===== src/rtl/regfile_wb_pkg.sv =====
// Shared types and constants for the register-file write-back controller.
package regfile_wb_pkg;

  localparam int unsigned XLEN = 64;

  typedef enum logic [2:0] {
    LB  = 3'b000,
    LH  = 3'b001,
    LW  = 3'b010,
    LD  = 3'b011,
    LBU = 3'b100,
    LHU = 3'b101,
    LWU = 3'b110
  } load_funct3_e;

  typedef struct packed {
    logic [4:0]      rd;
    logic [XLEN-1:0] data;
  } wb_entry_t;

endpackage


===== src/rtl/regfile_writeback_ctrl_load_extend.sv =====
// Load result alignment and sign/zero extension; flags misaligned or illegal loads.
module load_extend
  import regfile_wb_pkg::*;
(
  input  logic [2:0]      funct3_i,
  input  logic [2:0]      offset_i,
  input  logic [XLEN-1:0] rdata_i,
  output logic [XLEN-1:0] data_o,
  output logic            err_o
);

  logic [XLEN-1:0] shifted;

  always_comb begin
    shifted = rdata_i >> {offset_i, 3'b000};
    data_o  = '0;
    err_o   = 1'b0;
    case (funct3_i)
      LB:  data_o = {{56{shifted[7]}}, shifted[7:0]};
      LH: begin
        data_o = {{48{shifted[15]}}, shifted[15:0]};
        err_o  = offset_i[0];
      end
      LW: begin
        data_o = {{32{shifted[31]}}, shifted[31:0]};
        err_o  = |offset_i[1:0];
      end
      LD: begin
        data_o = shifted;
        err_o  = |offset_i;
      end
      LBU: data_o = {56'd0, shifted[7:0]};
      LHU: begin
        data_o = {48'd0, shifted[15:0]};
        err_o  = offset_i[0];
      end
      LWU: begin
        data_o = {32'd0, shifted[31:0]};
        err_o  = |offset_i[1:0];
      end
      default: err_o = 1'b1;
    endcase
  end

endmodule


===== src/rtl/regfile_writeback_ctrl.sv =====
// Merges load and ALU results into a single registered register-file write port.
// Optional forwarding lookup enabled with `define RF_BYPASS_EN.
module regfile_writeback_ctrl
  import regfile_wb_pkg::*;
#(
  parameter int unsigned DEPTH = 4,
  parameter int unsigned XW    = XLEN
) (
  input  logic                     clk,
  input  logic                     reset,
  input  logic                     alu_valid,
  output logic                     alu_ready,
  input  logic [4:0]               alu_rd,
  input  logic [XW-1:0]            alu_data,
  input  logic                     mem_valid,
  input  logic [4:0]               mem_rd,
  input  logic [2:0]               mem_funct3,
  input  logic [2:0]               mem_offset,
  input  logic [XW-1:0]            mem_rdata,
`ifdef RF_BYPASS_EN
  input  logic [4:0]               RS1,
  input  logic [4:0]               RS2,
  output logic                     fwd1_hit,
  output logic                     fwd2_hit,
  output logic [XW-1:0]            fwd1_data,
  output logic [XW-1:0]            fwd2_data,
`endif
  output logic                     RegWrite,
  output logic [4:0]               RD,
  output logic [XW-1:0]            WriteData,
  output logic [$clog2(DEPTH):0]   pending_cnt,
  output logic                     load_err
);

  localparam int unsigned PW = $clog2(DEPTH);
  localparam int unsigned CW = PW + 1;

  wb_entry_t        fifo_q [DEPTH];
  logic [PW-1:0]    wr_ptr_q, rd_ptr_q;
  logic [CW-1:0]    count_q, count_d;
  logic             regwrite_q, regwrite_d;
  logic [4:0]       rd_q;
  logic [XW-1:0]    wdata_q;
  logic             load_err_q;

  logic [XW-1:0]    ld_data;
  logic             ld_err;
  logic             mem_slot, empty, full, accept, pop, direct, push, slot_used;
  wb_entry_t        wb_d;

  load_extend u_load_extend (
    .funct3_i (mem_funct3),
    .offset_i (mem_offset),
    .rdata_i  (mem_rdata),
    .data_o   (ld_data),
    .err_o    (ld_err)
  );

  // A faulting load gives up its slot, so the queue or a direct ALU write may use it.
  always_comb begin
    mem_slot  = mem_valid && !ld_err;
    empty     = (count_q == '0);
    full      = (count_q == CW'(DEPTH));
    alu_ready = reset && !full;
    accept    = alu_valid && alu_ready;
    pop       = !mem_slot && !empty;
    direct    = !mem_slot && empty && accept;
    push      = accept && !direct;
    slot_used = mem_slot || pop || direct;
    count_d   = count_q + CW'(push) - CW'(pop);

    wb_d = '0;
    if (mem_slot) begin
      wb_d.rd   = mem_rd;
      wb_d.data = ld_data;
    end else if (pop) begin
      wb_d = fifo_q[rd_ptr_q];
    end else if (direct) begin
      wb_d.rd   = alu_rd;
      wb_d.data = alu_data;
    end
    regwrite_d = slot_used && (wb_d.rd != 5'd0);
  end

  always_ff @(posedge clk) begin
    if (!reset) begin
      regwrite_q <= 1'b0;
      rd_q       <= '0;
      wdata_q    <= '0;
      load_err_q <= 1'b0;
      count_q    <= '0;
      wr_ptr_q   <= '0;
      rd_ptr_q   <= '0;
    end else begin
      regwrite_q <= regwrite_d;
      load_err_q <= mem_valid && ld_err;
      count_q    <= count_d;
      if (slot_used) begin
        rd_q    <= wb_d.rd;
        wdata_q <= wb_d.data;
      end
      if (push) begin
        fifo_q[wr_ptr_q] <= '{rd: alu_rd, data: alu_data};
        wr_ptr_q         <= wr_ptr_q + 1'b1;
      end
      if (pop) begin
        rd_ptr_q <= rd_ptr_q + 1'b1;
      end
    end
  end

  assign RegWrite    = regwrite_q;
  assign RD          = rd_q;
  assign WriteData   = wdata_q;
  assign pending_cnt = count_q;
  assign load_err    = load_err_q;

`ifdef RF_BYPASS_EN
  logic [4:0]    rs   [2];
  logic          hit  [2];
  logic [XW-1:0] fdat [2];
  logic [PW-1:0] idx;

  // Scan oldest to youngest so the youngest match wins; the registered write overrides.
  always_comb begin
    rs[0] = RS1;
    rs[1] = RS2;
    idx   = '0;
    for (int unsigned p = 0; p < 2; p++) begin
      hit[p]  = 1'b0;
      fdat[p] = '0;
      for (int unsigned i = 0; i < DEPTH; i++) begin
        idx = rd_ptr_q + PW'(i);
        if ((CW'(i) < count_q) && (fifo_q[idx].rd == rs[p])) begin
          hit[p]  = 1'b1;
          fdat[p] = fifo_q[idx].data;
        end
      end
      if (regwrite_q && (rd_q == rs[p])) begin
        hit[p]  = 1'b1;
        fdat[p] = wdata_q;
      end
      if (rs[p] == 5'd0) begin
        hit[p]  = 1'b0;
        fdat[p] = '0;
      end
    end
  end

  assign fwd1_hit  = hit[0];
  assign fwd2_hit  = hit[1];
  assign fwd1_data = fdat[0];
  assign fwd2_data = fdat[1];
`endif

endmodule


===== config.mk =====
export PLATFORM = sky130hd
export DESIGN_NAME = regfile_writeback_ctrl
export DESIGN_NICKNAME = d
export VERILOG_FILES = /design/src/rtl/regfile_wb_pkg.sv /design/src/rtl/regfile_writeback_ctrl_load_extend.sv /design/src/rtl/regfile_writeback_ctrl.sv
export SDC_FILE = /design/constraint.sdc
export NUM_CORES = 1
export LEC_CHECK = 0
export ABC_AREA = 1
export BUFFER_PORTS_ARGS = -buffer_cell sky130_fd_sc_hd__buf_4
export CORE_MARGIN = 2
export CORE_UTILIZATION = 43
export DETAILED_ROUTE_END_ITERATION = 6
export PLACE_DENSITY = 0.63
export SYNTH_ARGS = -nofsm -noshare
export SYNTH_HDL_FRONTEND = slang
export SYNTH_SLANG_ARGS = --single-unit

===== constraint.sdc =====
create_clock -name clk -period 14.36 [get_ports clk]
set_clock_uncertainty 0.1 [all_clocks]
set_input_delay 2.154 -clock clk [delete_from_list [all_inputs] [get_ports clk]]
set_output_delay 2.154 -clock clk [all_outputs]
set_load 0.1 [all_outputs]

==> results.ini <==
[status]
status=complete, no violations

[drt]
routedWlPerCell_um=20.3
wl_um=50600
drt-initial-drc-count=1304
post-route-drc-count=0
ant_nets=0
dr.pass1.iters=5
viasPerCell=5.52
vias=13715

[clock_network]
cts_tree=done
clockBufferDepth=3
cts_sinks=356
clk_pin_slew_worst_paths_ns=0.06
clk_latency_ns=0.53
root_buffer=clkbuf_16
ctsResizeCount=0
h-tree-depth=2
ctsHoldBuffers=0
numCtsBuffers=38
cts_setup_buffers=0

[critical_path]
arrival_ns=6.30
crit_type=in -> reg
cp.depth=14
worst_setup_path_end_kind=flop
crit_path_cell_trace=buf_4 > inv_2 > nand2_4 > nand2_2 > nand4_4 > nand2_1 > inv_2 > buf_4 > ha_1 > inv_1 > ha_1 > fa_1 > or2_2 > a21oi_1
required_ns=14.71
cp.buffers_inverters=5
start_kind=input pin
cp_top_family=simple AND/OR/NAND/NOR gates
crit_slowest_cell=nand2_1
max_stage_delay_ns=0.64
ff2ff_path_depth=11
critPathMaxFanout=54

[synth]
synthFlopType=edfxtp_1
synth_edf_count=276
yosysSeqAreaShare=0.593
synth.area.top_cells=edfxtp_1 (50%), dfxtp_1 (9.6%), nand2_1 (8.4%)
netlist-cell-type-count=41
syn_area_um2=16700
ys_ff_latch=356
synth_common_cells=nand2_1 (374), edfxtp_1 (276), o21ai_0 (266), nor2_1 (202), a21oi_1 (112)
yosysMostFrequentCell=nand2_1
postSynthAreaPerCell_um2=9.32
yosysTopAreaCell=edfxtp_1
syn_nets=1950
syn_inst=1789
ys_warn_count=0
ys_async_sr_fraction=0
synth_top_area_share=0.497

[floorplan]
io-pin-count=223
fp.dieH_um=201
die_w_um=201
fp.dieArea_um2=40400
core.rowCount=72
initial_core_util=0.433
coreArea_um2=38500

[global_routing]
grt_start_max_net_pins=99
grt_pass1_wl_um=76300
overflow=0
first_global_vias=12888
track_usage=0.244
antenna_found_initial=3

[sta]
setup_viol=0
worst_slack_ns=8.41
fin_crit_ns=5.95
drv_slew=0
fin_tns_setup_ns=0
tightestPinTransition_ns=1.04
max_slew_margin=0.305
fmax_ghz=0.168
fin_crit_sh=0.415
rsz0062_at_grt=false
hold_violations=0
holdWs_ns=0.384

[power]
leakage_nw=7.82
powerDensity_nw_per_um2=201
peakVddDrop_v=0.000143

[run]
maxCapViolCount=0

[finish]
fin_area_um2=19700
drive_above_1_share=0.170
nets=2099
fill_cells=3527
final_core_util=0.513
regArea_um2=9900
syn_to_final_growth_pct=18.4
multiInputGateArea_um2=5850

[placed_design]
place_area_um2=18500
dp_hpwl_um=33100
io_buffer_count=222
globalplace.congestion=0.897
pre_cts_ws_ns=7.92

[worst_hold_path]
min_path_cells=2
min_path_type=reg -> reg

## per-layer routing
layer / global-route usage / up-vias / share of wire
met2: 0.375 / 545 / 0.45
met3: 0.0338 / 76 / 0.073
met5: 0 / - / 0.00026
met4: 0.0746 / 2 / 0.024
met1: 0.359 / 6554 / 0.45
li1: - / 6538 / -
## cells in the final DEF (no fill, tap or decap), drive strengths merged, types with 12 or more instances in the layout
master  netlist  final
o22ai        49     49
clkbuf       54     50
o211ai       26     26
ha           12     12
nand2       378    378
o22a         15     15
o21ai       283    283
dfxtp        80     80
nand3        57     57
clkinv        0     12
a21oi       113    113
inv          95     97
nand4        41     41
buf          72    235
edfxtp      276    276
nor2        205    205
## where the power goes
part	switching, mW	internal [mW]
clock network	0.395	0.561
logic	1.26	0.386
registers	0.116	1.25
## cell type report
class / count / area share
antenna: 2 / 0.000253
sequential: 356 / 0.501
timing repair buffer: 235 / 0.0893
inverter: 95 / 0.0182
tap: 518 / 0.0328
multi-input combinational: 1212 / 0.296
clock inverter: 18 / 0.00767
clock buffer: 50 / 0.0540
## path summary, 6_finish.rpt
check,from,end,slack [ns]
worst max-delay path,mem_offset[0],pending_cnt[2],8.41
worst min register to register,WriteData[11],WriteData[11],0.38
worst min-delay path,WriteData[11],WriteData[11],0.38
worst max register to register,pending_cnt[1],pending_cnt[2],10.79
## metrics by stage
step | instances | power [mW]
final | 2486 | 3.96
after global routing | 2486 | 4.14
after CTS | 2484 | 3.97
after detailed placement | 2416 | 3.02
after global placement | 2416 | 3.00
after floorplan | 1789 | 2.60
## tightest hold or removal path, stage by stage, from the launching register on
cell,delay [ns]
dfxtp_1,0.32
nand3_1,0.08
nand2_1,0.05
## kinds of logic (layout without fill, tap and decap cells)
logic type      Yosys count  count (layout)  synth area share
mux                       3               3           0.00180
simple gates            699             699             0.174
flops                   356             356             0.593
xor+xnor                  1               1          0.000525
buf+inv                 221             398            0.0582
fa+ha+maj                13              13            0.0102
other cells               0               2                 0
compound gates          496             496             0.162
## state kept, by name, indices dropped and copies added (netlist names), named ones only
register     flops
pending_cnt      3
wr_ptr_q         2
RD               5
WriteData       64
RegWrite         1
load_err         1
fifo_q         276
rd_ptr_q         2
(Power assumes the default switching activity.)
